[src/rtl/stack_ctrl_pkg.sv]
// stack_ctrl_pkg: shared command codes, RAM operation codes and FSM states for the stack controller
package stack_ctrl_pkg;
   localparam int STACK_CMD_LEN = 3;
   localparam int RAM_OP_LEN = 2;
   typedef enum logic [STACK_CMD_LEN-1:0] {
      CMD_NOP = 3'd0, CMD_PUSH = 3'd1, CMD_POP = 3'd2, CMD_CALL = 3'd3, CMD_RET = 3'd4, CMD_SP_WR = 3'd5
   } stack_cmd_e;
   typedef enum logic [RAM_OP_LEN-1:0] {
      OP_RAM_NOP = 2'd0, OP_RAM_WR_BYTE = 2'd1, OP_RAM_RD_BYTE = 2'd2
   } ram_op_e;
   typedef enum logic [1:0] {ST_IDLE, ST_XFER1, ST_XFER2, ST_DONE} state_e;
   // commands that touch the RAM and therefore pass through the transfer states
   function automatic logic is_xfer(input logic [STACK_CMD_LEN-1:0] c);
      return c inside {CMD_PUSH, CMD_POP, CMD_CALL, CMD_RET};
   endfunction
endpackage

[src/rtl/stack_ctrl.sv]
// stack_ctrl: stack pointer FSM issuing byte RAM accesses for PUSH/POP/CALL/RET/SP_WR
module stack_ctrl
   import stack_ctrl_pkg::*;
#(
   parameter logic [7:0] SP_RESET = 8'h07
) (
   input  logic                     i_clk,
   input  logic                     i_rst_n,
   input  logic                     i_start,
   input  logic [STACK_CMD_LEN-1:0] i_cmd,
   input  logic [7:0]               i_wr_byte,
   input  logic [15:0]              i_pc,
   input  logic [7:0]               i_ram_byte,
   output logic [RAM_OP_LEN-1:0]    o_ram_op,
   output logic [7:0]               o_ram_addr,
   output logic [7:0]               o_ram_addr_r,
   output logic [7:0]               o_ram_wr_byte,
   output logic [7:0]               o_sp,
   output logic [7:0]               o_data,
   output logic [15:0]              o_pc,
   output logic                     o_busy,
   output logic                     o_done,
   output logic                     o_wrap
);
   state_e                   state;
   logic [STACK_CMD_LEN-1:0] cmd_q;
   logic [7:0]               byte_q;
   logic [15:0]              pc_q;
   logic                     wrap_q;
   logic                     is_wr, is_rd, xfer, wrap_now;
   logic [7:0]               sp_nxt;

   // writes always go one above SP and reads at SP, so a CALL/RET second byte needs no extra address logic
   always_comb begin
      xfer          = state == ST_XFER1 || state == ST_XFER2;
      is_wr         = cmd_q == CMD_PUSH || cmd_q == CMD_CALL;
      is_rd         = cmd_q == CMD_POP || cmd_q == CMD_RET;
      sp_nxt        = is_wr ? o_sp + 8'd1 : o_sp - 8'd1;
      wrap_now      = is_wr ? o_sp == 8'hFF : o_sp == 8'h00;
      o_ram_op      = (!i_rst_n || !xfer) ? OP_RAM_NOP : is_wr ? OP_RAM_WR_BYTE : is_rd ? OP_RAM_RD_BYTE : OP_RAM_NOP;
      o_ram_addr    = o_sp + 8'd1;
      o_ram_addr_r  = o_sp;
      o_ram_wr_byte = cmd_q != CMD_CALL ? byte_q : state == ST_XFER1 ? pc_q[7:0] : pc_q[15:8];
      o_busy        = state != ST_IDLE;
   end

   // command sequencer; RET parks the high byte in byte_q so o_pc changes only once both bytes are in
   always_ff @(posedge i_clk) begin
      if (!i_rst_n) begin
         state  <= ST_IDLE;
         o_sp   <= SP_RESET;
         o_data <= 8'h00;
         o_pc   <= 16'h0000;
         o_done <= 1'b0;
         o_wrap <= 1'b0;
         wrap_q <= 1'b0;
         cmd_q  <= CMD_NOP;
      end else begin
         o_done <= 1'b0;
         o_wrap <= 1'b0;
         case (state)
            ST_IDLE: if (i_start) begin
               cmd_q  <= i_cmd;
               byte_q <= i_wr_byte;
               pc_q   <= i_pc;
               wrap_q <= 1'b0;
               if (is_xfer(i_cmd)) state <= ST_XFER1;
               else begin
                  state  <= ST_DONE;
                  o_done <= 1'b1;
                  if (i_cmd == CMD_SP_WR) o_sp <= i_wr_byte;
               end
            end
            ST_XFER1: begin
               o_sp   <= sp_nxt;
               wrap_q <= wrap_now;
               if (cmd_q == CMD_POP) o_data <= i_ram_byte;
               if (cmd_q == CMD_RET) byte_q <= i_ram_byte;
               if (cmd_q == CMD_CALL || cmd_q == CMD_RET) state <= ST_XFER2;
               else begin
                  state  <= ST_DONE;
                  o_done <= 1'b1;
                  o_wrap <= wrap_now;
               end
            end
            ST_XFER2: begin
               o_sp   <= sp_nxt;
               if (cmd_q == CMD_RET) o_pc <= {byte_q, i_ram_byte};
               state  <= ST_DONE;
               o_done <= 1'b1;
               o_wrap <= wrap_q | wrap_now;
            end
            default: state <= ST_IDLE;
         endcase
      end
   end
endmodule

[config.mk]
export PLATFORM = sky130hd
export DESIGN_NAME = stack_ctrl
export DESIGN_NICKNAME = d
export VERILOG_FILES = /design/src/rtl/stack_ctrl_pkg.sv /design/src/rtl/stack_ctrl.sv
export SDC_FILE = /design/constraint.sdc
export NUM_CORES = 1
export LEC_CHECK = 0
export ABC_AREA = 1
export CORE_ASPECT_RATIO = 0.6
export CORE_MARGIN = 2
export CORE_UTILIZATION = 40
export CTS_CLUSTER_DIAMETER = 80
export DETAILED_ROUTE_END_ITERATION = 10
export PLACE_DENSITY = 0.75
export SLEW_MARGIN = 20
export SYNTH_ARGS = -nofsm -noshare
export SYNTH_HDL_FRONTEND = slang
export SYNTH_SLANG_ARGS = --single-unit
[constraint.sdc]
create_clock -name i_clk -period 2.35 [get_ports i_clk]
set_input_delay 0.47 -clock i_clk [delete_from_list [all_inputs] [get_ports i_clk]]
set_output_delay 0.47 -clock i_clk [all_outputs]
set_load 0.02 [all_outputs]
==> results.cfg, run 1 <==
[placed_design]
gp_congestion = 0.973
port_buffers = 98
preCtsSetupSlack_ps = -58.9
dp_cells = 587
hpwl_um = 6850
placed_area_um2 = 4200

[final_layout]
stdcell_area_um2 = 4480
n_fill_cell = 674
synthToLayoutAreaGrowth_pct = 44.1
final_net_count = 539
stdcell_count = 603
drive_gt1_share_pct = 9.22
n_antenna_cell = 0

[floorplan]
dieArea_um2 = 8530
die_w_um = 118
fp.dieH_um = 72.3
io_pins = 99
fp.coreArea_um2 = 7390
rows = 24
start_util_pct = 42.1

[detailed_routing]
drt_iter0_markers = 296
routed_wl_um = 8980
vias = 3049
ant_nets = 0
wl_per_cell_um = 14.9
dr.pass1.iters = 4
highest_layer = met4
wl_met2_um = 3730
route.met3.wl_um = 827
drc_errors = 0
met1_length_um = 4300
avgViaCountPerCell = 5.06

[worst_setup_path]
crit_fanout = 7
reg2regPathDepth = 9
cp.required_ps = 1880
r2r-end = o_ram_addr_r[3]
cp-end-kind = output port
critPathArrivalTime_ps = 1820
r2r-start = state[0]
start_kind = flip-flop
crit_type = flip-flop to output port
rrSetupSlack_ps = 380

[timing]
min_period_over_period_pct = 97.5
final_max_slew_viol_count = 0
hold_slack_ps = 442
hold_violations = 0
rsz0062_at_grt = no
maxSlewHeadroom_pct = 72.2
skew_ps = 6.68
tightest_slew_ps = 416
finalWorstSetupSlack_ps = 59.2
max_freq_ghz = 0.437
setup_viol = 0
final.min_clock_period_ps = 2290

[synth]
netlist_area_um2 = 3110
ys.flop_type = dfxtp_1
seq_area_frac_synth_pct = 48.9
ys_async_sr_fraction_pct = 0
synth_enable_flop_cells = 24
synth_top_area_cell = dfxtp_1
synth_top_cells_by_count = 80 x nand2_1, 49 x inv_1, 48 x a21oi_1
synth_area_per_cell_um2 = 7.90
synth-seq-cells = 64
synth_area_leaders = dfxtp_1 26%, edfxtp_1 23%, nand2_1 9.6%
synth_fp_nets = 439
yosysMostFrequentCell = nand2_1
synthDominantCellAreaShare_pct = 25.7
netlist_instances = 394
yosys_warnings = 0
yosysUniqueCellTypes = 30

[clocking]
post_cts.repair.setup_buffers = 0
numCtsBuffers = 9
cts_tree = built
cts-hold-fix-buffers = 0
cts.reportedPaths.clkPinSlew_ps = 60
ctsRootBufferMaster = clkbuf_16
cts.repair.resized = 16
cts_sinks = 64
clock_latency_ps = 320
cts_buffer_depth = 2
h-tree-depth = 3

[worst_hold_path]
min_path_type = flip-flop to flip-flop
min_to = o_data[1]
holdCritStartpoint = o_data[1]
holdPathStages = 2

[global_route]
grt_pass1_wl_um = 13600
antenna_found_initial = 0
grt_max_degree = 35
grtUsageTotal_pct = 20.7
overflow = 0
first_global_vias = 2759

[power_and_ir_drop]
p_leak_nw = 1.84
vdd_drop_max_mv = 0.612
power.density_nw_per_um2 = 1210
total_power_mw = 5.40

[job]
max-cap-violations = 0

[status]
status = finished, final reports clean
how the worst max path moves through the flow:
stage / from / end / slack, ps / cells after the start
after floorplan: state[1] / byte_q[0] / 260 / 5
after global placement: i_rst_n / o_ram_op[1] / -70 / 4
after detailed placement: i_rst_n / o_ram_op[1] / -60 / 4
after CTS: o_ram_addr_r[0] / o_ram_addr[4] / 10 / 5
after global routing: state[0] / o_ram_op[1] / 9 / 5
final: o_ram_addr_r[0] / o_ram_addr[3] / 60 / 4
layout make-up:
cell class / count / area [um2] / area share (%)
multi-input combinational: 254 / 1250 / 27.9
sequential: 64 / 1530 / 34.0
clock buffer: 11 / 243 / 5.41
inverter: 54 / 205 / 4.58
clock inverter: 5 / 31.3 / 0.698
tap: 104 / 130 / 2.90
timing repair buffer: 111 / 1100 / 24.4
worst max-delay path, cell delays in order (launching register included):
cell	delay, ps
dfxtp_1	340
buf_4	170
nand3_2	120
xor2_1	220
clkdlybuf4s50_1	640
flip-flops by register name, summed over array words and instances, names as in the netlist:
signal,count
o_pc,16
pc_q,16
byte_q,8
o_data,8
o_ram_addr_r,8
cmd_q,3
state,2
o_done,1
o_wrap,1
wrap_q,1
report_power, final:
group | internal, mW | total [mW] | switching (mW)
clock network | 0.741 | 1.21 | 0.469
registers | 1.39 | 1.57 | 0.184
logic | 1.03 | 2.62 | 1.59
placed cells by master (no fill, tap or decap), drive strengths merged, types with 2 or more instances in the layout:
| cell | n |
|---|---|
| edfxtp | 24 |
| o21ai | 47 |
| dlymetal6s2s | 5 |
| clkdlybuf4s15 | 3 |
| nor2 | 27 |
| a31oi | 8 |
| dfxtp | 40 |
| clkbuf | 11 |
| inv | 55 |
| dlygate4sd2 | 9 |
| clkinv | 4 |
| nand2 | 82 |
| clkdlybuf4s50 | 81 |
| ha | 7 |
| xnor2 | 2 |
| nand3 | 25 |
| a21oi | 49 |
| buf | 13 |
| nand4 | 2 |
metal layers:
layer	vias to the layer above	GRT usage (%)
met4	0	5.89
li1	1493	-
met2	157	30.2
met1	1387	29.0
met5	-	0
met3	12	7.55
metrics by stage:
step | TNS [ps] | utilization [%]
finish | 0 | 60.7
global route | 0 | 60.7
CTS | 0 | 60.4
detailed placement | -63.6 | 56.8
global placement | -81.9 | 56.8
floorplan | 0 | -
kinds of logic after synthesis:
group                    after synthesis  synth area share [%]
AO/OA/AOI/OAI                        106                  17.6
XOR/XNOR                               3                 0.844
adder cells (fa/ha/maj)                7                  2.81
buffers and inverters                 76                  10.9
flip-flops                            64                  48.9
AND/OR/NAND/NOR                      138                  18.9
Note: power is estimated with default switching activity, not from simulation.
==> inputs of run 2 (changes only) <==
--- a/config.mk
+++ b/config.mk
@@ -9,8 +9,9 @@
 export CORE_ASPECT_RATIO = 0.6
 export CORE_MARGIN = 2
 export CORE_UTILIZATION = 40
-export CTS_CLUSTER_DIAMETER = 80
+export CTS_CLUSTER_DIAMETER = 30
 export DETAILED_ROUTE_END_ITERATION = 10
+export GPL_ROUTABILITY_DRIVEN = 0
 export PLACE_DENSITY = 0.75
 export SLEW_MARGIN = 20
 export SYNTH_ARGS = -nofsm -noshare
==> run 2 against run 1 <==
Compared with the run above:
- power rose by 2.0%
- first-iteration DRC count fell by 3.7%
- critical path depth rose by 2
- die area did not move
- sequential power barely moved
- hold slack got worse by 1.6 ps
- clock power rose by 13%
- maximum frequency rose by 2.9%
- wire length fell by 2.4%
- clock skew barely moved
- sequential share of layout area fell by 0.10 points
- setup slack improved by 65 ps
- critical path type unchanged
- largest power group unchanged
==> results.cfg, run 2 (synthesis results as in run 1) <==
[power_and_ir_drop]
p_leak_nw = 1.85
power.density_nw_per_um2 = 1220
vdd_drop_max_mv = 0.746

[final_layout]
n_fill_cell = 671
final_net_count = 537
synthToLayoutAreaGrowth_pct = 44.6
final_cell_mix = 81 x clkdlybuf4s50_1, 80 x nand2_1, 48 x inv_1, 48 x a21oi_1, 46 x o21ai_0
drive_gt1_share_pct = 9.26
stdcell_count = 601
reg_top3 = o_pc (16), pc_q (16)
n_antenna_cell = 0
layout_commonest_cell = clkdlybuf4s50_1

[clocking]
h-tree-depth = 3
ctsRootBufferMaster = clkbuf_16
clock_latency_ps = 330
cts_buffer_depth = 2
cts.reportedPaths.clkPinSlew_ps = 60
cts_sinks = 64
cts_tree = built
numCtsBuffers = 9

[worst_setup_path]
r2r-start = state[0]
rrSetupSlack_ps = 440
cp-endpoint = o_ram_wr_byte[6]
r2r-end = o_ram_addr_r[4]
crit_type = flip-flop to output port
cp.required_ps = 1880
crit_fanout = 9
startpoint = state[1]
critPathArrivalTime_ps = 1760
reg2regPathDepth = 9
cp-end-kind = output port
start_kind = flip-flop

[global_route]
grtUsageTotal_pct = 20.6
antenna_found_initial = 0
first_global_vias = 2756
grt_max_degree = 35
grt_pass1_wl_um = 13500
overflow = 0

[floorplan]
io_pins = 99
die_w_um = 118
rows = 24
start_util_pct = 42.1
dieArea_um2 = 8530
fp.coreArea_um2 = 7390
fp.dieH_um = 72.3

[timing]
min_period_over_period_pct = 94.7
setup_viol = 0
final_max_slew_viol_count = 0
tightest_slew_ps = 413
skew_ps = 6.23
hold_violations = 0
tns_ps = 0
final.min_clock_period_ps = 2230
max_freq_ghz = 0.449
maxSlewHeadroom_pct = 72.4
rsz0062_at_grt = no

[detailed_routing]
wl_per_cell_um = 14.6
dr.pass1.iters = 6
ant_nets = 0
drt_iter0_markers = 285
routed_wl_um = 8760
drc_errors = 0
vias = 3024
avgViaCountPerCell = 5.03

[placed_design]
port_buffers = 98
dp_cells = 585
hpwl_um = 6650

[worst_hold_path]
min_path_type = flip-flop to flip-flop

[job]
max-cap-violations = 0

[status]
status = finished, final reports clean
run 2: power by group:
group | internal [mW] | total [mW] | switching (mW)
Clock | 0.913 | 1.37 | 0.460
Combinational | 0.997 | 2.54 | 1.54
Sequential | 1.39 | 1.60 | 0.207
run 2: stage by stage:
step / power (mW) / util, % / cell area, um2 / setup WS (ps) / hold WS [ps]
6_report: 5.51 / 60.9 / 4500 / 124 / 440
5_1_grt: 5.83 / 60.9 / 4500 / 10.9 / 465
4_1_cts: 5.52 / 60.8 / 4490 / 8.99 / 445
3_5_place_dp: 4.18 / 56.6 / 4180 / -40.8 / 437
3_3_place_gp: 4.12 / 56.6 / 4180 / -70.6 / 433
2_1_floorplan: 3.17 / - / 3110 / 263 / 436
run 2: how the worst min path moves through the flow:
stage	to	slack (ps)	from	cells past startpoint
2_1_floorplan	o_wrap	440	wrap_q	2
3_3_place_gp	o_data[7]	430	o_data[7]	2
3_5_place_dp	o_pc[0]	440	o_pc[0]	2
4_1_cts	o_pc[0]	450	o_pc[0]	2
5_1_grt	o_pc[2]	460	o_pc[2]	2
6_report	o_pc[0]	440	o_pc[0]	2
run 2: worst max-delay path, cell delays in order (launching register included):
cell           delay [ps]
dfxtp_1               370
inv_1                  80
ha_1                  210
inv_2                 150
nand2_1                70
a31oi_1               190
dlygate4sd2_1         350
run 2: cell type report:
cell class	instances	area (um2)	share of cell area [%]
flip-flops and latches	64	1530	33.9
multi-input cells	254	1250	27.8
repair buffers	109	1070	23.8
clock buffers	12	268	5.95
inverters	54	205	4.56
well taps	104	130	2.89
clock inverters	4	48.8	1.08
run 2: what timing repair did:
action	in CTS	in global routing
hold buffers	0	0
setup buffers	0	0
setup endpoints to repair	16	9
resized for setup	18	10
pin swaps	0	0
run 2: metal layers:
metal / routed length, um / GRT usage (%) / vias to the layer above
li1: - / - / 1491
met3: 763 / 6.53 / 9
met1: 4160 / 28.8 / 1373
met2: 3780 / 30.8 / 151
met4: 63 / 6.16 / 0
met5: 0 / 0 / -
==> inputs of run 3 (changes only) <==
--- a/config.mk
+++ b/config.mk
@@ -11,7 +11,6 @@
 export CORE_UTILIZATION = 40
 export CTS_CLUSTER_DIAMETER = 30
 export DETAILED_ROUTE_END_ITERATION = 10
-export GPL_ROUTABILITY_DRIVEN = 0
 export PLACE_DENSITY = 0.75
 export SLEW_MARGIN = 20
 export SYNTH_ARGS = -nofsm -noshare
==> results of run 3 <==
Final layout, timing and power as in run 1 (identical DEF).
